[config.mk]
export PLATFORM = sky130hd
export DESIGN_NAME = axi4_reg_slice_flat
export DESIGN_NICKNAME = d
export VERILOG_FILES = /design/src/rtl/axi4_pkg.sv /design/src/rtl/axi4_if.sv /design/src/rtl/axi4_skid_slice.sv /design/src/rtl/axi4_reg_slice.sv /design/src/flat_wrapper.sv
export SDC_FILE = /design/constraint.sdc
export NUM_CORES = 1
export LEC_CHECK = 0
export BUFFER_PORTS_ARGS = -buffer_cell sky130_fd_sc_hd__buf_2
export CAP_MARGIN = 20
export CORE_ASPECT_RATIO = 2
export CORE_MARGIN = 1.5
export CORE_UTILIZATION = 45
export CTS_BUF_LIST = sky130_fd_sc_hd__clkbuf_16
export CTS_CLUSTER_DIAMETER = 120
export DETAILED_ROUTE_END_ITERATION = 10
export PLACE_DENSITY_LB_ADDON = 0.08
export SLEW_MARGIN = 20
export SYNTH_ARGS = -nofsm -noshare
export SYNTH_HDL_FRONTEND = slang
export SYNTH_SLANG_ARGS = --single-unit
[constraint.sdc]
create_clock -name clk -period 7.64 [get_ports clk]
set_input_delay 0.764 -clock clk [delete_from_list [all_inputs] [get_ports clk]]
set_output_delay 0.764 -clock clk [all_outputs]
set_load 0.02 [all_outputs]
[src/rtl/axi4_pkg.sv]
// axi4_pkg: slice mode constants and packed payload widths for the AXI4 channels
package axi4_pkg;
  localparam int SLICE_BYPASS = 0;
  localparam int SLICE_FWD = 1;
  localparam int SLICE_SKID = 2;
  function automatic int aw_w(input int addr_w, input int id_w, input int user_w);
    return id_w + addr_w + 8 + 3 + 2 + 1 + 4 + 3 + 4 + 4 + user_w;
  endfunction
  function automatic int ar_w(input int addr_w, input int id_w, input int user_w);
    return aw_w(addr_w, id_w, user_w);
  endfunction
  function automatic int w_w(input int data_w, input int id_w, input int user_w);
    return data_w + data_w / 8 + 1 + id_w + user_w;
  endfunction
  function automatic int b_w(input int id_w, input int user_w);
    return id_w + 2 + user_w;
  endfunction
  function automatic int r_w(input int data_w, input int id_w, input int user_w);
    return id_w + data_w + 2 + 1 + user_w;
  endfunction
endpackage

[src/rtl/axi4_if.sv]
// axi4_if: AXI4 link bundle with master and slave views
interface axi4_if #(
  parameter int ADDR_W = 32,
  parameter int DATA_W = 32,
  parameter int ID_W = 8,
  parameter int ARUSER_W = 1,
  parameter int AWUSER_W = 1,
  parameter int WUSER_W = 1,
  parameter int RUSER_W = 1,
  parameter int BUSER_W = 1
) ();
  localparam int STRB_W = DATA_W / 8;
  logic [ID_W-1:0] awid;
  logic [ADDR_W-1:0] awaddr;
  logic [7:0] awlen;
  logic [2:0] awsize;
  logic [1:0] awburst;
  logic awlock;
  logic [3:0] awcache;
  logic [2:0] awprot;
  logic [3:0] awqos;
  logic [3:0] awregion;
  logic [AWUSER_W-1:0] awuser;
  logic awvalid;
  logic awready;
  logic [DATA_W-1:0] wdata;
  logic [STRB_W-1:0] wstrb;
  logic wlast;
  logic [ID_W-1:0] wid;
  logic [WUSER_W-1:0] wuser;
  logic wvalid;
  logic wready;
  logic [ID_W-1:0] bid;
  logic [1:0] bresp;
  logic [BUSER_W-1:0] buser;
  logic bvalid;
  logic bready;
  logic [ID_W-1:0] arid;
  logic [ADDR_W-1:0] araddr;
  logic [7:0] arlen;
  logic [2:0] arsize;
  logic [1:0] arburst;
  logic arlock;
  logic [3:0] arcache;
  logic [2:0] arprot;
  logic [3:0] arqos;
  logic [3:0] arregion;
  logic [ARUSER_W-1:0] aruser;
  logic arvalid;
  logic arready;
  logic [ID_W-1:0] rid;
  logic [DATA_W-1:0] rdata;
  logic [1:0] rresp;
  logic rlast;
  logic [RUSER_W-1:0] ruser;
  logic rvalid;
  logic rready;
  modport master_mp (
    output awid, awaddr, awlen, awsize, awburst, awlock, awcache, awprot, awqos, awregion, awuser, awvalid,
    input awready,
    output wdata, wstrb, wlast, wid, wuser, wvalid,
    input wready,
    input bid, bresp, buser, bvalid,
    output bready,
    output arid, araddr, arlen, arsize, arburst, arlock, arcache, arprot, arqos, arregion, aruser, arvalid,
    input arready,
    input rid, rdata, rresp, rlast, ruser, rvalid,
    output rready
  );
  modport slave_mp (
    input awid, awaddr, awlen, awsize, awburst, awlock, awcache, awprot, awqos, awregion, awuser, awvalid,
    output awready,
    input wdata, wstrb, wlast, wid, wuser, wvalid,
    output wready,
    output bid, bresp, buser, bvalid,
    input bready,
    input arid, araddr, arlen, arsize, arburst, arlock, arcache, arprot, arqos, arregion, aruser, arvalid,
    output arready,
    output rid, rdata, rresp, rlast, ruser, rvalid,
    input rready
  );
endinterface

[src/rtl/axi4_skid_slice.sv]
// axi4_skid_slice: one valid/ready channel stage, bypass, forward register or full skid
module axi4_skid_slice
  import axi4_pkg::*;
#(
  parameter int W = 8,
  parameter int MODE = SLICE_SKID
) (
  input  logic         clk,
  input  logic         rst,
  input  logic         in_valid,
  output logic         in_ready,
  input  logic [W-1:0] in_data,
  output logic         out_valid,
  input  logic         out_ready,
  output logic [W-1:0] out_data
);
  if (MODE == SLICE_BYPASS) begin : g_byp
    assign out_valid = in_valid;
    assign out_data = in_data;
    assign in_ready = out_ready;
  end else if (MODE == SLICE_FWD) begin : g_fwd
    logic out_v_q, out_v_d;
    logic [W-1:0] out_d_q, out_d_d;
    assign in_ready = !out_v_q || out_ready;
    assign out_valid = out_v_q;
    assign out_data = out_d_q;
    always_comb begin
      out_v_d = in_ready ? in_valid : out_v_q;
      out_d_d = (in_ready && in_valid) ? in_data : out_d_q;
    end
    always_ff @(posedge clk) begin
      out_d_q <= out_d_d;
      out_v_q <= rst ? 1'b0 : out_v_d;
    end
  end else begin : g_skid
    logic main_v_q, main_v_d, skid_v_q, skid_v_d, rdy_q, rdy_d, push;
    logic [W-1:0] main_d_q, main_d_d, skid_d_q, skid_d_d;
    assign in_ready = rdy_q;
    assign out_valid = main_v_q;
    assign out_data = main_d_q;
    assign push = in_valid && rdy_q;
    always_comb begin
      main_v_d = main_v_q;
      main_d_d = main_d_q;
      skid_v_d = skid_v_q;
      skid_d_d = skid_d_q;
      if (skid_v_q) begin
        if (out_ready) begin
          main_d_d = skid_d_q;
          skid_v_d = 1'b0;
        end
      end else if (!main_v_q || out_ready) begin
        main_v_d = push;
        main_d_d = push ? in_data : main_d_q;
      end else if (push) begin
        skid_v_d = 1'b1;
        skid_d_d = in_data;
      end
      rdy_d = !skid_v_d;
    end
    always_ff @(posedge clk) begin
      main_d_q <= main_d_d;
      skid_d_q <= skid_d_d;
      if (rst) begin
        main_v_q <= 1'b0;
        skid_v_q <= 1'b0;
        rdy_q <= 1'b0;
      end else begin
        main_v_q <= main_v_d;
        skid_v_q <= skid_v_d;
        rdy_q <= rdy_d;
      end
    end
  end
endmodule

[src/rtl/axi4_reg_slice.sv]
// axi4_reg_slice: AXI4 register slice with an independent stage on each of the five channels
module axi4_reg_slice
  import axi4_pkg::*;
#(
  parameter int ADDR_W = 32,
  parameter int DATA_W = 32,
  parameter int ID_W = 8,
  parameter int ARUSER_W = 1,
  parameter int AWUSER_W = 1,
  parameter int WUSER_W = 1,
  parameter int RUSER_W = 1,
  parameter int BUSER_W = 1,
  parameter int AW_MODE = SLICE_SKID,
  parameter int W_MODE = SLICE_SKID,
  parameter int B_MODE = SLICE_SKID,
  parameter int AR_MODE = SLICE_SKID,
  parameter int R_MODE = SLICE_SKID
) (
  input logic clk,
  input logic rst,
  axi4_if.slave_mp s_axi,
  axi4_if.master_mp m_axi
);
  localparam int AW_PW = aw_w(ADDR_W, ID_W, AWUSER_W);
  localparam int W_PW = w_w(DATA_W, ID_W, WUSER_W);
  localparam int B_PW = b_w(ID_W, BUSER_W);
  localparam int AR_PW = ar_w(ADDR_W, ID_W, ARUSER_W);
  localparam int R_PW = r_w(DATA_W, ID_W, RUSER_W);
  logic [AW_PW-1:0] aw_in, aw_out;
  logic [W_PW-1:0] w_in, w_out;
  logic [B_PW-1:0] b_in, b_out;
  logic [AR_PW-1:0] ar_in, ar_out;
  logic [R_PW-1:0] r_in, r_out;
  assign aw_in = {s_axi.awid, s_axi.awaddr, s_axi.awlen, s_axi.awsize, s_axi.awburst, s_axi.awlock,
                  s_axi.awcache, s_axi.awprot, s_axi.awqos, s_axi.awregion, s_axi.awuser};
  assign {m_axi.awid, m_axi.awaddr, m_axi.awlen, m_axi.awsize, m_axi.awburst, m_axi.awlock,
          m_axi.awcache, m_axi.awprot, m_axi.awqos, m_axi.awregion, m_axi.awuser} = aw_out;
  assign w_in = {s_axi.wdata, s_axi.wstrb, s_axi.wlast, s_axi.wid, s_axi.wuser};
  assign {m_axi.wdata, m_axi.wstrb, m_axi.wlast, m_axi.wid, m_axi.wuser} = w_out;
  assign b_in = {m_axi.bid, m_axi.bresp, m_axi.buser};
  assign {s_axi.bid, s_axi.bresp, s_axi.buser} = b_out;
  assign ar_in = {s_axi.arid, s_axi.araddr, s_axi.arlen, s_axi.arsize, s_axi.arburst, s_axi.arlock,
                  s_axi.arcache, s_axi.arprot, s_axi.arqos, s_axi.arregion, s_axi.aruser};
  assign {m_axi.arid, m_axi.araddr, m_axi.arlen, m_axi.arsize, m_axi.arburst, m_axi.arlock,
          m_axi.arcache, m_axi.arprot, m_axi.arqos, m_axi.arregion, m_axi.aruser} = ar_out;
  assign r_in = {m_axi.rid, m_axi.rdata, m_axi.rresp, m_axi.rlast, m_axi.ruser};
  assign {s_axi.rid, s_axi.rdata, s_axi.rresp, s_axi.rlast, s_axi.ruser} = r_out;
  axi4_skid_slice #(.W(AW_PW), .MODE(AW_MODE)) u_aw (
    .clk(clk), .rst(rst),
    .in_valid(s_axi.awvalid), .in_ready(s_axi.awready), .in_data(aw_in),
    .out_valid(m_axi.awvalid), .out_ready(m_axi.awready), .out_data(aw_out)
  );
  axi4_skid_slice #(.W(W_PW), .MODE(W_MODE)) u_w (
    .clk(clk), .rst(rst),
    .in_valid(s_axi.wvalid), .in_ready(s_axi.wready), .in_data(w_in),
    .out_valid(m_axi.wvalid), .out_ready(m_axi.wready), .out_data(w_out)
  );
  axi4_skid_slice #(.W(B_PW), .MODE(B_MODE)) u_b (
    .clk(clk), .rst(rst),
    .in_valid(m_axi.bvalid), .in_ready(m_axi.bready), .in_data(b_in),
    .out_valid(s_axi.bvalid), .out_ready(s_axi.bready), .out_data(b_out)
  );
  axi4_skid_slice #(.W(AR_PW), .MODE(AR_MODE)) u_ar (
    .clk(clk), .rst(rst),
    .in_valid(s_axi.arvalid), .in_ready(s_axi.arready), .in_data(ar_in),
    .out_valid(m_axi.arvalid), .out_ready(m_axi.arready), .out_data(ar_out)
  );
  axi4_skid_slice #(.W(R_PW), .MODE(R_MODE)) u_r (
    .clk(clk), .rst(rst),
    .in_valid(m_axi.rvalid), .in_ready(m_axi.rready), .in_data(r_in),
    .out_valid(s_axi.rvalid), .out_ready(s_axi.rready), .out_data(r_out)
  );
endmodule

[src/flat_wrapper.sv]
// flat-port wrapper written by rule: the top's interface ports become plain ports
module axi4_reg_slice_flat import axi4_pkg::*;
#(
  parameter int ADDR_W = 32,
  parameter int DATA_W = 32,
  parameter int ID_W = 8,
  parameter int ARUSER_W = 1,
  parameter int AWUSER_W = 1,
  parameter int WUSER_W = 1,
  parameter int RUSER_W = 1,
  parameter int BUSER_W = 1,
  parameter int AW_MODE = SLICE_SKID,
  parameter int W_MODE = SLICE_SKID,
  parameter int B_MODE = SLICE_SKID,
  parameter int AR_MODE = SLICE_SKID,
  parameter int R_MODE = SLICE_SKID
)
  (clk, rst, s_axi_awid, s_axi_awaddr, s_axi_awlen, s_axi_awsize, s_axi_awburst, s_axi_awlock, s_axi_awcache, s_axi_awprot, s_axi_awqos, s_axi_awregion, s_axi_awuser, s_axi_awvalid, s_axi_awready, s_axi_wdata, s_axi_wstrb, s_axi_wlast, s_axi_wid, s_axi_wuser, s_axi_wvalid, s_axi_wready, s_axi_bid, s_axi_bresp, s_axi_buser, s_axi_bvalid, s_axi_bready, s_axi_arid, s_axi_araddr, s_axi_arlen, s_axi_arsize, s_axi_arburst, s_axi_arlock, s_axi_arcache, s_axi_arprot, s_axi_arqos, s_axi_arregion, s_axi_aruser, s_axi_arvalid, s_axi_arready, s_axi_rid, s_axi_rdata, s_axi_rresp, s_axi_rlast, s_axi_ruser, s_axi_rvalid, s_axi_rready, m_axi_awid, m_axi_awaddr, m_axi_awlen, m_axi_awsize, m_axi_awburst, m_axi_awlock, m_axi_awcache, m_axi_awprot, m_axi_awqos, m_axi_awregion, m_axi_awuser, m_axi_awvalid, m_axi_awready, m_axi_wdata, m_axi_wstrb, m_axi_wlast, m_axi_wid, m_axi_wuser, m_axi_wvalid, m_axi_wready, m_axi_bid, m_axi_bresp, m_axi_buser, m_axi_bvalid, m_axi_bready, m_axi_arid, m_axi_araddr, m_axi_arlen, m_axi_arsize, m_axi_arburst, m_axi_arlock, m_axi_arcache, m_axi_arprot, m_axi_arqos, m_axi_arregion, m_axi_aruser, m_axi_arvalid, m_axi_arready, m_axi_rid, m_axi_rdata, m_axi_rresp, m_axi_rlast, m_axi_ruser, m_axi_rvalid, m_axi_rready);
  axi4_if #(.ADDR_W(ADDR_W), .DATA_W(DATA_W), .ID_W(ID_W), .ARUSER_W(ARUSER_W), .AWUSER_W(AWUSER_W), .WUSER_W(WUSER_W), .RUSER_W(RUSER_W), .BUSER_W(BUSER_W)) s_axi_i ();
  axi4_if #(.ADDR_W(ADDR_W), .DATA_W(DATA_W), .ID_W(ID_W), .ARUSER_W(ARUSER_W), .AWUSER_W(AWUSER_W), .WUSER_W(WUSER_W), .RUSER_W(RUSER_W), .BUSER_W(BUSER_W)) m_axi_i ();
  input logic clk;
  input logic rst;
  input wire logic [$bits(s_axi_i.awid)-1:0] s_axi_awid;
  input wire logic [$bits(s_axi_i.awaddr)-1:0] s_axi_awaddr;
  input wire logic [$bits(s_axi_i.awlen)-1:0] s_axi_awlen;
  input wire logic [$bits(s_axi_i.awsize)-1:0] s_axi_awsize;
  input wire logic [$bits(s_axi_i.awburst)-1:0] s_axi_awburst;
  input wire logic [$bits(s_axi_i.awlock)-1:0] s_axi_awlock;
  input wire logic [$bits(s_axi_i.awcache)-1:0] s_axi_awcache;
  input wire logic [$bits(s_axi_i.awprot)-1:0] s_axi_awprot;
  input wire logic [$bits(s_axi_i.awqos)-1:0] s_axi_awqos;
  input wire logic [$bits(s_axi_i.awregion)-1:0] s_axi_awregion;
  input wire logic [$bits(s_axi_i.awuser)-1:0] s_axi_awuser;
  input wire logic [$bits(s_axi_i.awvalid)-1:0] s_axi_awvalid;
  output wire logic [$bits(s_axi_i.awready)-1:0] s_axi_awready;
  input wire logic [$bits(s_axi_i.wdata)-1:0] s_axi_wdata;
  input wire logic [$bits(s_axi_i.wstrb)-1:0] s_axi_wstrb;
  input wire logic [$bits(s_axi_i.wlast)-1:0] s_axi_wlast;
  input wire logic [$bits(s_axi_i.wid)-1:0] s_axi_wid;
  input wire logic [$bits(s_axi_i.wuser)-1:0] s_axi_wuser;
  input wire logic [$bits(s_axi_i.wvalid)-1:0] s_axi_wvalid;
  output wire logic [$bits(s_axi_i.wready)-1:0] s_axi_wready;
  output wire logic [$bits(s_axi_i.bid)-1:0] s_axi_bid;
  output wire logic [$bits(s_axi_i.bresp)-1:0] s_axi_bresp;
  output wire logic [$bits(s_axi_i.buser)-1:0] s_axi_buser;
  output wire logic [$bits(s_axi_i.bvalid)-1:0] s_axi_bvalid;
  input wire logic [$bits(s_axi_i.bready)-1:0] s_axi_bready;
  input wire logic [$bits(s_axi_i.arid)-1:0] s_axi_arid;
  input wire logic [$bits(s_axi_i.araddr)-1:0] s_axi_araddr;
  input wire logic [$bits(s_axi_i.arlen)-1:0] s_axi_arlen;
  input wire logic [$bits(s_axi_i.arsize)-1:0] s_axi_arsize;
  input wire logic [$bits(s_axi_i.arburst)-1:0] s_axi_arburst;
  input wire logic [$bits(s_axi_i.arlock)-1:0] s_axi_arlock;
  input wire logic [$bits(s_axi_i.arcache)-1:0] s_axi_arcache;
  input wire logic [$bits(s_axi_i.arprot)-1:0] s_axi_arprot;
  input wire logic [$bits(s_axi_i.arqos)-1:0] s_axi_arqos;
  input wire logic [$bits(s_axi_i.arregion)-1:0] s_axi_arregion;
  input wire logic [$bits(s_axi_i.aruser)-1:0] s_axi_aruser;
  input wire logic [$bits(s_axi_i.arvalid)-1:0] s_axi_arvalid;
  output wire logic [$bits(s_axi_i.arready)-1:0] s_axi_arready;
  output wire logic [$bits(s_axi_i.rid)-1:0] s_axi_rid;
  output wire logic [$bits(s_axi_i.rdata)-1:0] s_axi_rdata;
  output wire logic [$bits(s_axi_i.rresp)-1:0] s_axi_rresp;
  output wire logic [$bits(s_axi_i.rlast)-1:0] s_axi_rlast;
  output wire logic [$bits(s_axi_i.ruser)-1:0] s_axi_ruser;
  output wire logic [$bits(s_axi_i.rvalid)-1:0] s_axi_rvalid;
  input wire logic [$bits(s_axi_i.rready)-1:0] s_axi_rready;
  output wire logic [$bits(m_axi_i.awid)-1:0] m_axi_awid;
  output wire logic [$bits(m_axi_i.awaddr)-1:0] m_axi_awaddr;
  output wire logic [$bits(m_axi_i.awlen)-1:0] m_axi_awlen;
  output wire logic [$bits(m_axi_i.awsize)-1:0] m_axi_awsize;
  output wire logic [$bits(m_axi_i.awburst)-1:0] m_axi_awburst;
  output wire logic [$bits(m_axi_i.awlock)-1:0] m_axi_awlock;
  output wire logic [$bits(m_axi_i.awcache)-1:0] m_axi_awcache;
  output wire logic [$bits(m_axi_i.awprot)-1:0] m_axi_awprot;
  output wire logic [$bits(m_axi_i.awqos)-1:0] m_axi_awqos;
  output wire logic [$bits(m_axi_i.awregion)-1:0] m_axi_awregion;
  output wire logic [$bits(m_axi_i.awuser)-1:0] m_axi_awuser;
  output wire logic [$bits(m_axi_i.awvalid)-1:0] m_axi_awvalid;
  input wire logic [$bits(m_axi_i.awready)-1:0] m_axi_awready;
  output wire logic [$bits(m_axi_i.wdata)-1:0] m_axi_wdata;
  output wire logic [$bits(m_axi_i.wstrb)-1:0] m_axi_wstrb;
  output wire logic [$bits(m_axi_i.wlast)-1:0] m_axi_wlast;
  output wire logic [$bits(m_axi_i.wid)-1:0] m_axi_wid;
  output wire logic [$bits(m_axi_i.wuser)-1:0] m_axi_wuser;
  output wire logic [$bits(m_axi_i.wvalid)-1:0] m_axi_wvalid;
  input wire logic [$bits(m_axi_i.wready)-1:0] m_axi_wready;
  input wire logic [$bits(m_axi_i.bid)-1:0] m_axi_bid;
  input wire logic [$bits(m_axi_i.bresp)-1:0] m_axi_bresp;
  input wire logic [$bits(m_axi_i.buser)-1:0] m_axi_buser;
  input wire logic [$bits(m_axi_i.bvalid)-1:0] m_axi_bvalid;
  output wire logic [$bits(m_axi_i.bready)-1:0] m_axi_bready;
  output wire logic [$bits(m_axi_i.arid)-1:0] m_axi_arid;
  output wire logic [$bits(m_axi_i.araddr)-1:0] m_axi_araddr;
  output wire logic [$bits(m_axi_i.arlen)-1:0] m_axi_arlen;
  output wire logic [$bits(m_axi_i.arsize)-1:0] m_axi_arsize;
  output wire logic [$bits(m_axi_i.arburst)-1:0] m_axi_arburst;
  output wire logic [$bits(m_axi_i.arlock)-1:0] m_axi_arlock;
  output wire logic [$bits(m_axi_i.arcache)-1:0] m_axi_arcache;
  output wire logic [$bits(m_axi_i.arprot)-1:0] m_axi_arprot;
  output wire logic [$bits(m_axi_i.arqos)-1:0] m_axi_arqos;
  output wire logic [$bits(m_axi_i.arregion)-1:0] m_axi_arregion;
  output wire logic [$bits(m_axi_i.aruser)-1:0] m_axi_aruser;
  output wire logic [$bits(m_axi_i.arvalid)-1:0] m_axi_arvalid;
  input wire logic [$bits(m_axi_i.arready)-1:0] m_axi_arready;
  input wire logic [$bits(m_axi_i.rid)-1:0] m_axi_rid;
  input wire logic [$bits(m_axi_i.rdata)-1:0] m_axi_rdata;
  input wire logic [$bits(m_axi_i.rresp)-1:0] m_axi_rresp;
  input wire logic [$bits(m_axi_i.rlast)-1:0] m_axi_rlast;
  input wire logic [$bits(m_axi_i.ruser)-1:0] m_axi_ruser;
  input wire logic [$bits(m_axi_i.rvalid)-1:0] m_axi_rvalid;
  output wire logic [$bits(m_axi_i.rready)-1:0] m_axi_rready;
  assign s_axi_i.awid = s_axi_awid;
  assign s_axi_i.awaddr = s_axi_awaddr;
  assign s_axi_i.awlen = s_axi_awlen;
  assign s_axi_i.awsize = s_axi_awsize;
  assign s_axi_i.awburst = s_axi_awburst;
  assign s_axi_i.awlock = s_axi_awlock;
  assign s_axi_i.awcache = s_axi_awcache;
  assign s_axi_i.awprot = s_axi_awprot;
  assign s_axi_i.awqos = s_axi_awqos;
  assign s_axi_i.awregion = s_axi_awregion;
  assign s_axi_i.awuser = s_axi_awuser;
  assign s_axi_i.awvalid = s_axi_awvalid;
  assign s_axi_awready = s_axi_i.awready;
  assign s_axi_i.wdata = s_axi_wdata;
  assign s_axi_i.wstrb = s_axi_wstrb;
  assign s_axi_i.wlast = s_axi_wlast;
  assign s_axi_i.wid = s_axi_wid;
  assign s_axi_i.wuser = s_axi_wuser;
  assign s_axi_i.wvalid = s_axi_wvalid;
  assign s_axi_wready = s_axi_i.wready;
  assign s_axi_bid = s_axi_i.bid;
  assign s_axi_bresp = s_axi_i.bresp;
  assign s_axi_buser = s_axi_i.buser;
  assign s_axi_bvalid = s_axi_i.bvalid;
  assign s_axi_i.bready = s_axi_bready;
  assign s_axi_i.arid = s_axi_arid;
  assign s_axi_i.araddr = s_axi_araddr;
  assign s_axi_i.arlen = s_axi_arlen;
  assign s_axi_i.arsize = s_axi_arsize;
  assign s_axi_i.arburst = s_axi_arburst;
  assign s_axi_i.arlock = s_axi_arlock;
  assign s_axi_i.arcache = s_axi_arcache;
  assign s_axi_i.arprot = s_axi_arprot;
  assign s_axi_i.arqos = s_axi_arqos;
  assign s_axi_i.arregion = s_axi_arregion;
  assign s_axi_i.aruser = s_axi_aruser;
  assign s_axi_i.arvalid = s_axi_arvalid;
  assign s_axi_arready = s_axi_i.arready;
  assign s_axi_rid = s_axi_i.rid;
  assign s_axi_rdata = s_axi_i.rdata;
  assign s_axi_rresp = s_axi_i.rresp;
  assign s_axi_rlast = s_axi_i.rlast;
  assign s_axi_ruser = s_axi_i.ruser;
  assign s_axi_rvalid = s_axi_i.rvalid;
  assign s_axi_i.rready = s_axi_rready;
  assign m_axi_awid = m_axi_i.awid;
  assign m_axi_awaddr = m_axi_i.awaddr;
  assign m_axi_awlen = m_axi_i.awlen;
  assign m_axi_awsize = m_axi_i.awsize;
  assign m_axi_awburst = m_axi_i.awburst;
  assign m_axi_awlock = m_axi_i.awlock;
  assign m_axi_awcache = m_axi_i.awcache;
  assign m_axi_awprot = m_axi_i.awprot;
  assign m_axi_awqos = m_axi_i.awqos;
  assign m_axi_awregion = m_axi_i.awregion;
  assign m_axi_awuser = m_axi_i.awuser;
  assign m_axi_awvalid = m_axi_i.awvalid;
  assign m_axi_i.awready = m_axi_awready;
  assign m_axi_wdata = m_axi_i.wdata;
  assign m_axi_wstrb = m_axi_i.wstrb;
  assign m_axi_wlast = m_axi_i.wlast;
  assign m_axi_wid = m_axi_i.wid;
  assign m_axi_wuser = m_axi_i.wuser;
  assign m_axi_wvalid = m_axi_i.wvalid;
  assign m_axi_i.wready = m_axi_wready;
  assign m_axi_i.bid = m_axi_bid;
  assign m_axi_i.bresp = m_axi_bresp;
  assign m_axi_i.buser = m_axi_buser;
  assign m_axi_i.bvalid = m_axi_bvalid;
  assign m_axi_bready = m_axi_i.bready;
  assign m_axi_arid = m_axi_i.arid;
  assign m_axi_araddr = m_axi_i.araddr;
  assign m_axi_arlen = m_axi_i.arlen;
  assign m_axi_arsize = m_axi_i.arsize;
  assign m_axi_arburst = m_axi_i.arburst;
  assign m_axi_arlock = m_axi_i.arlock;
  assign m_axi_arcache = m_axi_i.arcache;
  assign m_axi_arprot = m_axi_i.arprot;
  assign m_axi_arqos = m_axi_i.arqos;
  assign m_axi_arregion = m_axi_i.arregion;
  assign m_axi_aruser = m_axi_i.aruser;
  assign m_axi_arvalid = m_axi_i.arvalid;
  assign m_axi_i.arready = m_axi_arready;
  assign m_axi_i.rid = m_axi_rid;
  assign m_axi_i.rdata = m_axi_rdata;
  assign m_axi_i.rresp = m_axi_rresp;
  assign m_axi_i.rlast = m_axi_rlast;
  assign m_axi_i.ruser = m_axi_ruser;
  assign m_axi_i.rvalid = m_axi_rvalid;
  assign m_axi_rready = m_axi_i.rready;
  axi4_reg_slice #(.ADDR_W(ADDR_W), .DATA_W(DATA_W), .ID_W(ID_W), .ARUSER_W(ARUSER_W), .AWUSER_W(AWUSER_W), .WUSER_W(WUSER_W), .RUSER_W(RUSER_W), .BUSER_W(BUSER_W), .AW_MODE(AW_MODE), .W_MODE(W_MODE), .B_MODE(B_MODE), .AR_MODE(AR_MODE), .R_MODE(R_MODE)) u_core (.clk(clk), .rst(rst), .s_axi(s_axi_i), .m_axi(m_axi_i));
endmodule
==> metrics.md, run 1 <==
| Metric | Value |
|---|---|
| WL final | roughly 41000 µm |
| #FFs+latches synth | 497 |
| Setup crit end | u_core.u_aw.g_skid.skid_d_q[10]$_DFFE_PP_ |
| Post-synth net total | roughly 1100 |
| Sw frac | 0.2107 |
| Worst-Skew Late Latency | between 500 and 600 ps |
| Critical path required time | roughly 7800 ps |
| RSZ-0062 raised after global routing | false |
| First-pass GRT wire length | approximately 60000 µm |
| Psw | ~1200 µW |
| I/O Buffers | roughly 500 |
| PD cells | 249.4 mW/mm² |
| Least-Margin Pin Slew | around 1000 ps |
| Worst Clk Skew | 21.86 ps |
| # IOs | 504 |
| Reg2reg path depth | 3 |
| Vias | between 9000 and 10000 |
| Reg2Reg Setup Slack | about 5200 ps |
| Bufs on Longest Clock Path | 3 |
| Status | finished clean |
| Setup TNS | 0 ps |
| Die area | between 0.04 and 0.05 mm² |
| Pins Over Slew Limit | 0 |
| Main combinational cell family by area after synthesis | multiplexers |
| Initial DRC Count | around 440 |
| Fillers | between 3000 and 4000 |
| Reg2reg end | u_core.u_aw.g_skid.skid_d_q[10]$_DFFE_PP_ |
| Commonest non-fill, non-tap cell in the layout | buf_2 |
| Levels on crit path | 3 |
| Post-cts hold buffer count | 0 |
| CP Launch Type | flip-flop |
| CP Cell Sequence | nand3b_1, nor3b_2, buf_4 |
| Crit end category | flip-flop |
| CTS tree | yes |
| Fin area | about 0.023 mm² |
| Sequential power share | 0.543 |
| Fin crit period | 2431 ps |
| Vias in the first global route | between 10000 and 15000 |
| Ratio of cells with drive above 1 in the final layout | 0.5861 |
| Max-slew headroom | 0.3087 |
| Post-synthesis compound-gate area fraction | 0.006125 |
| Worst reg2reg startpoint | u_core.u_aw.g_skid.skid_v_q$_SDFF_PP0_ |
| Vias per cell | 4.934 |
| DP Area | between 0.02 and 0.025 mm² |
| Synth Cell Area | between 0.015 and 0.02 mm² |
| Setup-failing EPs final | 0 |
| Hold WC Path Type | primary input to flip-flop |
| Commonest non-fill, non-tap cells in the layout | 503 x buf_2, 482 x edfxtp_1, 143 x mux2_2 |
| Clock tree sinks | around 500 |
| H-tree levels | 2 |
| Lkg Pwr | 0.008613 µW |
| Crit path largest cell delay | approximately 800 ps |
| GP Congestion | between 0.8 and 0.9 |
| Synth cell types | 19 |
| Placed cell count | 1850 |
| Routed wire per std cell | 21.30 µm |
| Kind of critical path | flip-flop to flip-flop |
| Combinational share of power | 0.067 |
| Die width | roughly 150 µm |
| Cell family with most CP delay | simple AND/OR/NAND/NOR gates |
| Setup crit start | u_core.u_aw.g_skid.skid_v_q$_SDFF_PP0_ |
| Congestion Overflow GR | 0 |
| Crit Path Max Fanout | between 60 and 70 |
| Final Hold Vio Count | 0 |
| Area delta synth->final | 24.85% |
| Max Cap Viol | 0 |
| Pin count of the biggest net entering global routing | 71 |
| Max VDD drop | about 210 µV |
| CTS Root Cell | clkbuf_16 |
| Post CTS Setup Buffer Count | 0 |
| Synth warn | 0 |
| Row cnt | between 100 and 150 |
| Die Y | approximately 290 µm |
| Synthesized area per cell | approximately 22 µm² |
| Synth Instances | 833 |
| Clock power share | 0.389 |
| Effective utilization at floorplan | 0.4572 |
| Final ANT Viol Nets | 0 |
| Cts repair resizes | 0 |
| Layout Nets | around 1600 |
| Core ar. | 0.04021 mm² |
| WP buf/inv | 1 |
| Sequential-to-total area share from yosys stat | 0.8036 |
| Post-synthesis adder-cell area fraction | 0 |
| # DRC | 0 |
| Slowest cell on crit path | buf_4 |
| HP Start | s_axi_awid[3] |
| WP data arrival | 2590 ps |
| Synth Area in Simple Gates | 0.01055 |
| Cts bufs inserted | 44 |
| Mux cell area share after synthesis | 0.1652 |
| Reg clk slew, reported paths | roughly 70 ps |
| Final period util | 0.3182 |
| Dpl hpwl | 29320 µm |
| Xor and xnor area share after synthesis | 0 |
| Fin cells | roughly 1900 |
| GRT Overall Usage | 0.1906 |
| Pint | around 4500 µW |
| Fmax | a little over 0.4 GHz |
| Initial antenna violation count | 18 |
| Hold_ws | approximately 400 ps |
| Pre-Repair DR Iteration Count | 4 |
Yosys cell counts (all sizes together):
master | instances | area (µm²)
a21oi | 10 | 50.05
a31oi | 5 | 37.53
buf | 29 | 245.2
clkbuf | 1 | 3.750
dfxtp | 15 | 300.3
edfxtp | 482 | 14470
inv | 5 | 18.77
mux2 | 241 | 3037
nand3b | 5 | 37.54
nor2 | 25 | 93.84
nor3 | 5 | 25.02
nor3b | 5 | 37.54
o21ai | 5 | 25.02
cells by family (layout without fill, tap and decap cells):
kind of cell	Yosys count	after routing
DFF	497	497
muxes	241	241
and+or+nand+nor	40	40
buffers and inverters	35	601
AOI/OAI and AO/OA	20	20
other	0	12
metrics by stage:
stage            util  setup WS [ps]  total power, µW
3_3_place_gp   0.5344           4866             3553
6_report       0.5709           5209             5725
2_1_floorplan       -           1051             3377
5_1_grt        0.5709           5041             5916
3_5_place_dp   0.5344           4796             3561
4_1_cts        0.5701           5171             5799
registers in the layout, summed over array words and instances (netlist names), 11 cells and up:
| register | count |
|---|---|
| u_core.u_aw.g_skid.skid_d_q | 70 |
| u_core.u_aw.out_data | 70 |
| u_core.u_b.out_data | 11 |
| u_core.u_w.out_data | 46 |
| u_core.u_ar.out_data | 70 |
| u_core.u_w.g_skid.skid_d_q | 46 |
| u_core.u_ar.g_skid.skid_d_q | 70 |
| u_core.u_b.g_skid.skid_d_q | 11 |
| u_core.u_r.g_skid.skid_d_q | 44 |
| u_core.u_r.out_data | 44 |
power by group through the flow:
stage | Sequential, µW | Clock (µW) | Combinational (µW)
2_1_floorplan | 3260 | 0 | 118
3_3_place_gp | 3170 | 0 | 385
3_5_place_dp | 3170 | 0 | 392
4_1_cts | 3110 | 2300 | 393
5_1_grt | 3110 | 2390 | 415
6_report | 3110 | 2230 | 386
metal layers:
| metal | wire (µm) | global-route usage |
|---|---|---|
| met3 | 3361 | 0.06047 |
| met2 | 21610 | 0.3385 |
| met1 | 14820 | 0.2089 |
| met4 | 1497 | 0.08418 |
| met5 | 52 | 0 |
worst register-to-register path, stage by stage, from the launching register on:
cell and delay (ps):
dfxtp_4 410, nand3b_1 210, nor3b_2 600, buf_4 800
worst min-delay path by stage:
stage                                                endpoint  depth (start not counted)  slack (ps)
global route         u_core.u_r.g_skid.skid_d_q[33]$_DFFE_PP_                          1         380
finish              u_core.u_aw.g_skid.skid_d_q[65]$_DFFE_PP_                          1         400
CTS                 u_core.u_aw.g_skid.skid_d_q[65]$_DFFE_PP_                          1         370
floorplan                  u_core.u_ar.out_data[63]$_DFFE_PP_                          1         510
global placement           u_core.u_aw.out_valid$_SDFFE_PP0P_                          2         500
detailed placement          u_core.u_b.out_valid$_SDFFE_PP0P_                          2         520
layout make-up:
cell class	count	area [µm²]	area share
multi-input cells	301	3398	0.1481
clock inverters	34	310.3	0.01352
repair buffers	517	2623	0.1143
well taps	530	663.1	0.02889
inverters	5	18.77	0.0008177
flip-flops and latches	497	14780	0.6441
diodes	12	30.03	0.001308
clock buffers	45	1126	0.04906
No activity file was read; power rests on OpenSTA's default activity.
==> inputs of run 2 (changes only) <==
==> constraint.sdc (replaced) <==
create_clock -name clk -period 2 [get_ports clk]
set_input_delay 0.2 -clock clk [delete_from_list [all_inputs] [get_ports clk]]
set_output_delay 0.2 -clock clk [all_outputs]
set_load 0.02 [all_outputs]
==> run 2 against run 1 <==
Sequential power increased to 3.8 times the previous value. Die area stayed put. Non-clock buffer count is 260 higher. Core utilization grew 6.7 points.
==> metrics.md, run 2 (synthesis results as in run 1) <==
| Metric | Value |
|---|---|
| RSZ-0062 raised after global routing | false (unchanged) |
| CP Launch Type | flip-flop (unchanged) |
| Fin area | 0.02567 mm² (was 0.02295 mm²) |
| Routed wire per std cell | 19.25 µm (was 21.30 µm) |
| Vias per cell | 4.778 (was 4.934) |
| Commonest non-fill, non-tap cells in the layout | 503 x buf_2, 482 x edfxtp_1, 251 x dlygate4sd3_1 (was 503 x buf_2, 482 x edfxtp_1, 143 x mux2_2) |
| Fmax | 0.6048 GHz (was 0.4113 GHz) |
| Core ar. | 0.04021 mm² (unchanged) |
| Die width | 145.9 µm (unchanged) |
| # DRC | 0 (unchanged) |
| Least-Margin Pin Slew | 628.8 ps (was 1037 ps) |
| Max Cap Viol | 0 (unchanged) |
| Final Hold Vio Count | 0 (unchanged) |
| First-pass GRT wire length | 63540 µm (was 60180 µm) |
| PD cells | 862.9 mW/mm² (was 249.4 mW/mm²) |
| WP data arrival | 1850 ps (was 2590 ps) |
| Row cnt | 104 (unchanged) |
| GP Congestion | 0.8181 (was 0.8170) |
| WL final | 42240 µm (was 41340 µm) |
| Pin count of the biggest net entering global routing | 71 (unchanged) |
| Ratio of cells with drive above 1 in the final layout | 0.5000 (was 0.5861) |
| Setup crit start | u_core.u_aw.g_skid.skid_v_q$_SDFF_PP0_ (unchanged) |
| Reg2reg path depth | 3 (unchanged) |
| Reg2reg end | u_core.u_aw.g_skid.skid_d_q[56]$_DFFE_PP_ (was u_core.u_aw.g_skid.skid_d_q[10]$_DFFE_PP_) |
| Setup-failing EPs final | 0 (unchanged) |
| Cts repair resizes | 0 (unchanged) |
| Die Y | 288.9 µm (unchanged) |
| H-tree levels | 2 (unchanged) |
| Crit Path Max Fanout | 65 (was 62) |
| Kind of critical path | flip-flop to flip-flop (unchanged) |
| Initial antenna violation count | 5 (was 18) |
| Worst Clk Skew | 24.23 ps (was 21.86 ps) |
| Pwr Total | 22150 µW (was 5725 µW) |
| Effective utilization at floorplan | 0.4572 (unchanged) |
| Dpl hpwl | 28270 µm (was 29320 µm) |
| Worst reg2reg startpoint | u_core.u_aw.g_skid.skid_v_q$_SDFF_PP0_ (unchanged) |
| Worst-Skew Late Latency | 550 ps (about the same) |
| Cts bufs inserted | 44 (unchanged) |
| Max-slew headroom | 0.5802 (was 0.3087) |
| DP Area | 0.02174 mm² (was 0.02149 mm²) |
| Status | finished clean (unchanged) |
| Die area | 0.04215 mm² (unchanged) |
| Fin crit period | 1654 ps (was 2431 ps) |
| Vias in the first global route | 11307 (was 10037) |
| Met2 Resource Use GR | 0.3411 (was 0.3385) |
| Crit end category | flip-flop (unchanged) |
| Hold WC Path Type | primary input to flip-flop (unchanged) |
| Max VDD drop | 973.2 µV (was 211.3 µV) |
| Clock tree sinks | 497 (unchanged) |
| Commonest non-fill, non-tap cell in the layout | buf_2 (unchanged) |
| Final ANT Viol Nets | 0 (unchanged) |
| Met1 usage | 0.2257 (was 0.2089) |
| Reg2Reg Setup Slack | 350 ps (was 5210 ps) |
| CTS tree | yes (unchanged) |
| Setup crit end | u_core.u_aw.g_skid.skid_d_q[56]$_DFFE_PP_ (was u_core.u_aw.g_skid.skid_d_q[10]$_DFFE_PP_) |
| Layout Nets | 1879 (was 1619) |
| Post CTS Setup Buffer Count | 0 (unchanged) |
| Lkg Pwr | 0.009751 µW (was 0.008613 µW) |
| Pins Over Slew Limit | 0 (unchanged) |
| Vias | 10483 (was 9577) |
| Area delta synth->final | 39.60% (was 24.85%) |
| I/O Buffers | 503 (unchanged) |
| M3 GR Usage | 0.05465 (was 0.06047) |
| Bufs on Longest Clock Path | 3 (unchanged) |
| Final period util | 0.8268 (was 0.3182) |
| Reg clk slew, reported paths | 60 ps (was 70 ps) |
| Pre-Repair DR Iteration Count | 4 (unchanged) |
| GRT Max-Usage Layer | met2 (unchanged) |
| # IOs | 504 (unchanged) |
| CTS Root Cell | clkbuf_16 (unchanged) |
| Critical path required time | 2200 ps (was 7800 ps) |
| GRT Overall Usage | 0.1964 (was 0.1906) |
| Initial DRC Count | 385 (was 441) |
| Congestion Overflow GR | 0 (unchanged) |
| Post-cts hold buffer count | 251 (was 0) |
-- run 2: critical path: stages, from the launching register on --
cell	delay [ps]
dfxtp_4	400
nand3b_1	230
nor3b_4	280
buf_12	360
-- run 2: final cells by class --
class	instances	area (µm²)
Timing Repair Buffer	777	5365
Clock buffer	45	1126
Inverter	5	18.77
Tap cell	530	663.1
Fill cell	2892	14540
Clock inverter	33	267.8
Antenna cell	6	15.01
Sequential cell	497	14790
Multi-Input combinational cell	301	3423
-- run 2: layer usage --
layer	up-vias	routed length [µm]
met5	-	0
met4	0	1753
met3	82	3189
met2	410	21260
met1	5092	16030
li1	4899	-
-- run 2: power breakdown --
group | switching, µW | leakage [µW] | internal [µW]
clock | 3630 | 0.000714 | 4710
sequential | 87.7 | 0.00455 | 11800
combinational | 963 | 0.00448 | 976
total | 4680 | 0.00975 | 17500
-- run 2: stage by stage --
stage / setup TNS (ps) / worst slack (ps) / hold WS, ps / instances / utilization
3_5_place_dp: 0 / 358.2 / 392.1 / 1859 / 0.5408
6_report: 0 / 346.5 / 29.74 / 2194 / 0.6383
3_3_place_gp: 0 / 389.6 / 389.3 / 1859 / 0.5408
4_1_cts: 0 / 332.6 / 10.28 / 2188 / 0.6379
2_1_floorplan: -174150 / -913.8 / 269.4 / 833 / -
5_1_grt: 0 / 260.7 / 31.41 / 2193 / 0.6383
-- run 2: worst min-delay path by stage --
stage,start,end,cells after the start
6_report,rst,u_core.u_b.in_ready$_SDFF_PP0_,2
5_1_grt,rst,u_core.u_w.in_ready$_SDFF_PP0_,2
4_1_cts,s_axi_awvalid,u_core.u_aw.in_ready$_SDFF_PP0_,4
3_5_place_dp,s_axi_arsize[0],u_core.u_ar.g_skid.skid_d_q[19]$_DFFE_PP_,1
3_3_place_gp,s_axi_arburst[0],u_core.u_ar.g_skid.skid_d_q[17]$_DFFE_PP_,1
2_1_floorplan,rst,u_core.u_ar.g_skid.skid_v_q$_SDFF_PP0_,1
==> inputs of run 3 (changes only) <==
--- a/config.mk
+++ b/config.mk
@@ -5,6 +5,7 @@
 export SDC_FILE = /design/constraint.sdc
 export NUM_CORES = 1
 export LEC_CHECK = 0
+export ABC_AREA = 1
 export BUFFER_PORTS_ARGS = -buffer_cell sky130_fd_sc_hd__buf_2
 export CAP_MARGIN = 20
 export CORE_ASPECT_RATIO = 2
==> constraint.sdc (replaced) <==
create_clock -name clk -period 1.5 [get_ports clk]
set_input_delay 0.15 -clock clk [delete_from_list [all_inputs] [get_ports clk]]
set_output_delay 0.15 -clock clk [all_outputs]
set_load 0.02 [all_outputs]
==> run 3 against run 2 <==
Routed wire length increased by 8.6%. Core utilization rose by 0.37 points. Setup slack got worse by 280 ps. Combinational power up 27%. Sequential power grew 33%. Critical path depth up 3. Largest cell class unchanged. Critical path type is now primary input to flip-flop. Clock-buffer cell count is the same. First-iteration DRC count is 79% higher. Synthesized cell count grew 62%. Synthesized area decreased by 1.3%.
==> metrics.md, run 3 <==
| Metric | Value |
|---|---|
| Psw | 6254 µW (was 4680 µW) |
| Synth Cell Area | 0.01815 mm² (was 0.01839 mm²) |
| Worst-Skew Late Latency | 550 ps (about the same) |
| Crit path largest cell delay | 550 ps (was 400 ps) |
| Top cell type's share of synthesized area | 0.7975 (was 0.7873) |
| # IOs | 504 (unchanged) |
| Async set or reset register ratio after synthesis | 0 (unchanged) |
| Synth cell types | 13 (was 19) |
| Clock power share | 0.365 (was 0.377) |
| Worst Clk Skew | 16.33 ps (was 24.23 ps) |
| Final Hold Vio Count | 0 (unchanged) |
| Pin count of the biggest net entering global routing | 74 (was 71) |
| Clock tree sinks | 497 (unchanged) |
| Synth Instances | 1348 (was 833) |
| Final core area utilization | 0.6420 (was 0.6383) |
| RSZ-0062 raised after global routing | false (unchanged) |
| Worst slack, placed | 103.7 ps (was 358.2 ps) |
| Most frequent cell after synthesis | nand2_1 (was edfxtp_1) |
| Row cnt | 103 (was 104) |
| Dpl hpwl | 30970 µm (was 28270 µm) |
| First-pass GRT wire length | 69630 µm (was 63540 µm) |
| Vias | 12510 (was 10483) |
| Setup-failing EPs final | 0 (unchanged) |
| Synthesized area per cell | 13.46 µm² (was 22.07 µm²) |
| Lkg Pwr | 0.01071 µW (was 0.009751 µW) |
| Commonest cells post-synth | 743 x nand2_1, 482 x edfxtp_1, 27 x buf_2 (was 482 x edfxtp_1, 143 x mux2_2, 86 x mux2_4) |
| Max Cap Viol | 0 (unchanged) |
| Initial DRC Count | 690 (was 385) |
| Sequential-to-total area share from yosys stat | 0.8141 (was 0.8036) |
| Status | finished clean (unchanged) |
| Core ar. | 0.03956 mm² (was 0.04021 mm²) |
| Ratio of cells with drive above 1 in the final layout | 0.2880 (was 0.5000) |
| CP Cell Sequence | dlygate4sd3_1, buf_2, inv_1, nand3_2, nor2_4, buf_12 (was nand3b_1, nor3b_4, buf_12) |
| Die Y | 287.0 µm (was 288.9 µm) |
| Reg clk slew, reported paths | 60 ps (about the same) |
| CP Launch Type | primary input (was flip-flop) |
| I/O Buffers | 503 (unchanged) |
| Commonest non-fill, non-tap cells in the layout | 743 x nand2_1, 503 x buf_2, 482 x edfxtp_1 (was 503 x buf_2, 482 x edfxtp_1, 251 x dlygate4sd3_1) |
| Synth area leader | edfxtp_1 (unchanged) |
| Kind of critical path | primary input to flip-flop (was flip-flop to flip-flop) |
| Pint | 22560 µW (was 17470 µW) |
| Pins Over Slew Limit | 0 (unchanged) |
| Routed wire per std cell | 17.07 µm (was 19.25 µm) |
| Least-Margin Pin Slew | 605.6 ps (was 628.8 ps) |
| Congestion Overflow GR | 0 (unchanged) |
| Critical path required time | 1710 ps (was 2200 ps) |
| Vias in the first global route | 12944 (was 11307) |
| PD cells | 1134 mW/mm² (was 862.9 mW/mm²) |
| Max-slew headroom | 0.5962 (was 0.5802) |
| Commonest non-fill, non-tap cell in the layout | nand2_1 (was buf_2) |
| Max VDD drop | 1152 µV (was 973.2 µV) |
| Sequential power share | 0.549 (was 0.536) |
| Die width | 145.0 µm (was 145.9 µm) |
| #FFs+latches synth | 497 (unchanged) |
| CTS tree | yes (unchanged) |
| Setup WS post-layout | 66.06 ps (was 346.5 ps) |
| Hold WC Path Type | primary input to flip-flop (unchanged) |
| Crit Path Max Fanout | 55 (was 65) |
| Sw frac | 0.2171 (was 0.2113) |
| Synth warn | 0 (unchanged) |
| GRT Overall Usage | 0.2161 (was 0.1964) |
| # DRC | 0 (unchanged) |
| Cts bufs inserted | 42 (was 44) |
| EDFF count, synth | 482 (unchanged) |
| Final ANT Viol Nets | 0 (unchanged) |
| Pre-Repair DR Iteration Count | 7 (was 4) |
| Fin crit period | around 1400 ps |
| H-tree levels | 2 (unchanged) |
| Area delta synth->final | 39.96% (was 39.60%) |
| Effective utilization at floorplan | 0.4587 (was 0.4572) |
| WP data arrival | 1650 ps (was 1850 ps) |
| CTS Root Cell | clkbuf_16 (unchanged) |
| Bufs on Longest Clock Path | 3 (unchanged) |
| Initial antenna violation count | 3 (was 5) |
| Vias per cell | 4.656 (was 4.778) |
| FF/Latch Area | 0.01480 mm² (was 0.01479 mm²) |
| Slowest cell on crit path | dlygate4sd3_1 (was dfxtp_4) |
| Fmax | between 0.6 and 0.7 GHz |
| Combinational share of power | 0.086 (was 0.088) |
| Layout Nets | 2380 (was 1879) |
| Die area | 0.04162 mm² (was 0.04215 mm²) |
| Top FF cell, synth | edfxtp_1 (unchanged) |
| Post-synth net total | 1601 (was 1086) |
| Fillers | 3052 (was 2892) |
| Synth area leaders | edfxtp_1 80%, nand2_1 15%, dfxtp_1 1.7% (was edfxtp_1 79%, mux2_2 8.8%, mux2_4 7.0%) |
| Final period util | 0.9560 |
| WL final | 45860 µm (was 42240 µm) |
| Crit end category | flip-flop (unchanged) |
| Area of the multi-input gates | 0.003074 mm² (was 0.003423 mm²) |
| GP Congestion | 0.8088 (was 0.8181) |
==> run 3: path summary, 6_finish.rpt <==
check | from | endpoint | slack [ps] | depth (start not counted)
worst max register to register | u_core.u_w.g_skid.skid_v_q$_SDFF_PP0_ | u_core.u_w.g_skid.skid_v_q$_SDFF_PP0_ | 120 | 4
worst min-delay path | rst | u_core.u_r.in_ready$_SDFF_PP0_ | 20 | 2
worst min register to register | u_core.u_r.g_skid.skid_d_q[14]$_DFFE_PP_ | u_core.u_r.out_data[14]$_DFFE_PP_ | 510 | 2
worst max-delay path | m_axi_awready | u_core.u_aw.g_skid.skid_d_q[56]$_DFFE_PP_ | 70 | 6
==> run 3: repair_timing <==
item | CTS | global route
endpoints found under the setup margin | 0 | 1
buffers inserted | 0 | 0
gates resized for setup | 0 | 1
hold buffers | 250 | 0
endpoints found under the hold margin | 489 | 0
==> run 3: area by class of cell <==
class                           instances  share of cell area
Sequential cell                       497              0.5826
Clock buffer                           45             0.04433
Antenna cell                            2           0.0001970
Timing Repair Buffer                  788              0.2160
Inverter                               15            0.002315
Clock inverter                         32            0.007635
Tap cell                              525             0.02586
Multi-Input combinational cell        783              0.1210
==> run 3: power by group through the flow <==
stage	sequential (µW)	clock, µW	combinational, µW
6_report	15800	10500	2470
4_1_cts	15800	10800	2480
5_1_grt	15800	11200	2670
2_1_floorplan	16500	0	505
3_5_place_dp	16100	0	1950
3_3_place_gp	16100	0	1920
==> run 3: routing by layer <==
metal	vias up	GRT usage	wire, µm
li1	6112	-	-
met1	5824	0.2329	16470
met2	459	0.3903	23810
met3	113	0.05492	3270
met4	2	0.1103	2292
met5	-	0	12
==> run 3: per-stage QoR <==
stage | instances | area, µm² | setup TNS (ps) | power, µW | hold slack [ps]
finish | 2687 | 25400 | 0 | 28810 | 18.38
global route | 2687 | 25400 | 0 | 29710 | 27.53
CTS | 2685 | 25390 | 0 | 29080 | 1.515
detailed placement | 2358 | 21570 | 0 | 18070 | 342.1
global placement | 2358 | 21570 | 0 | 18040 | 340.6
floorplan | 1348 | 18280 | -173060 | 17050 | 211.7
==> run 3: critical path: cells and delay by family <==
family                 cells  cell delay, ps
buffers and inverters      4            1160
and+or+nand+nor            2             310
==> run 3: logic make-up after synthesis <==
group	synth area share
simple gates	0.1585
flops	0.8141
buf+inv	0.02192
compound gates	0.005516
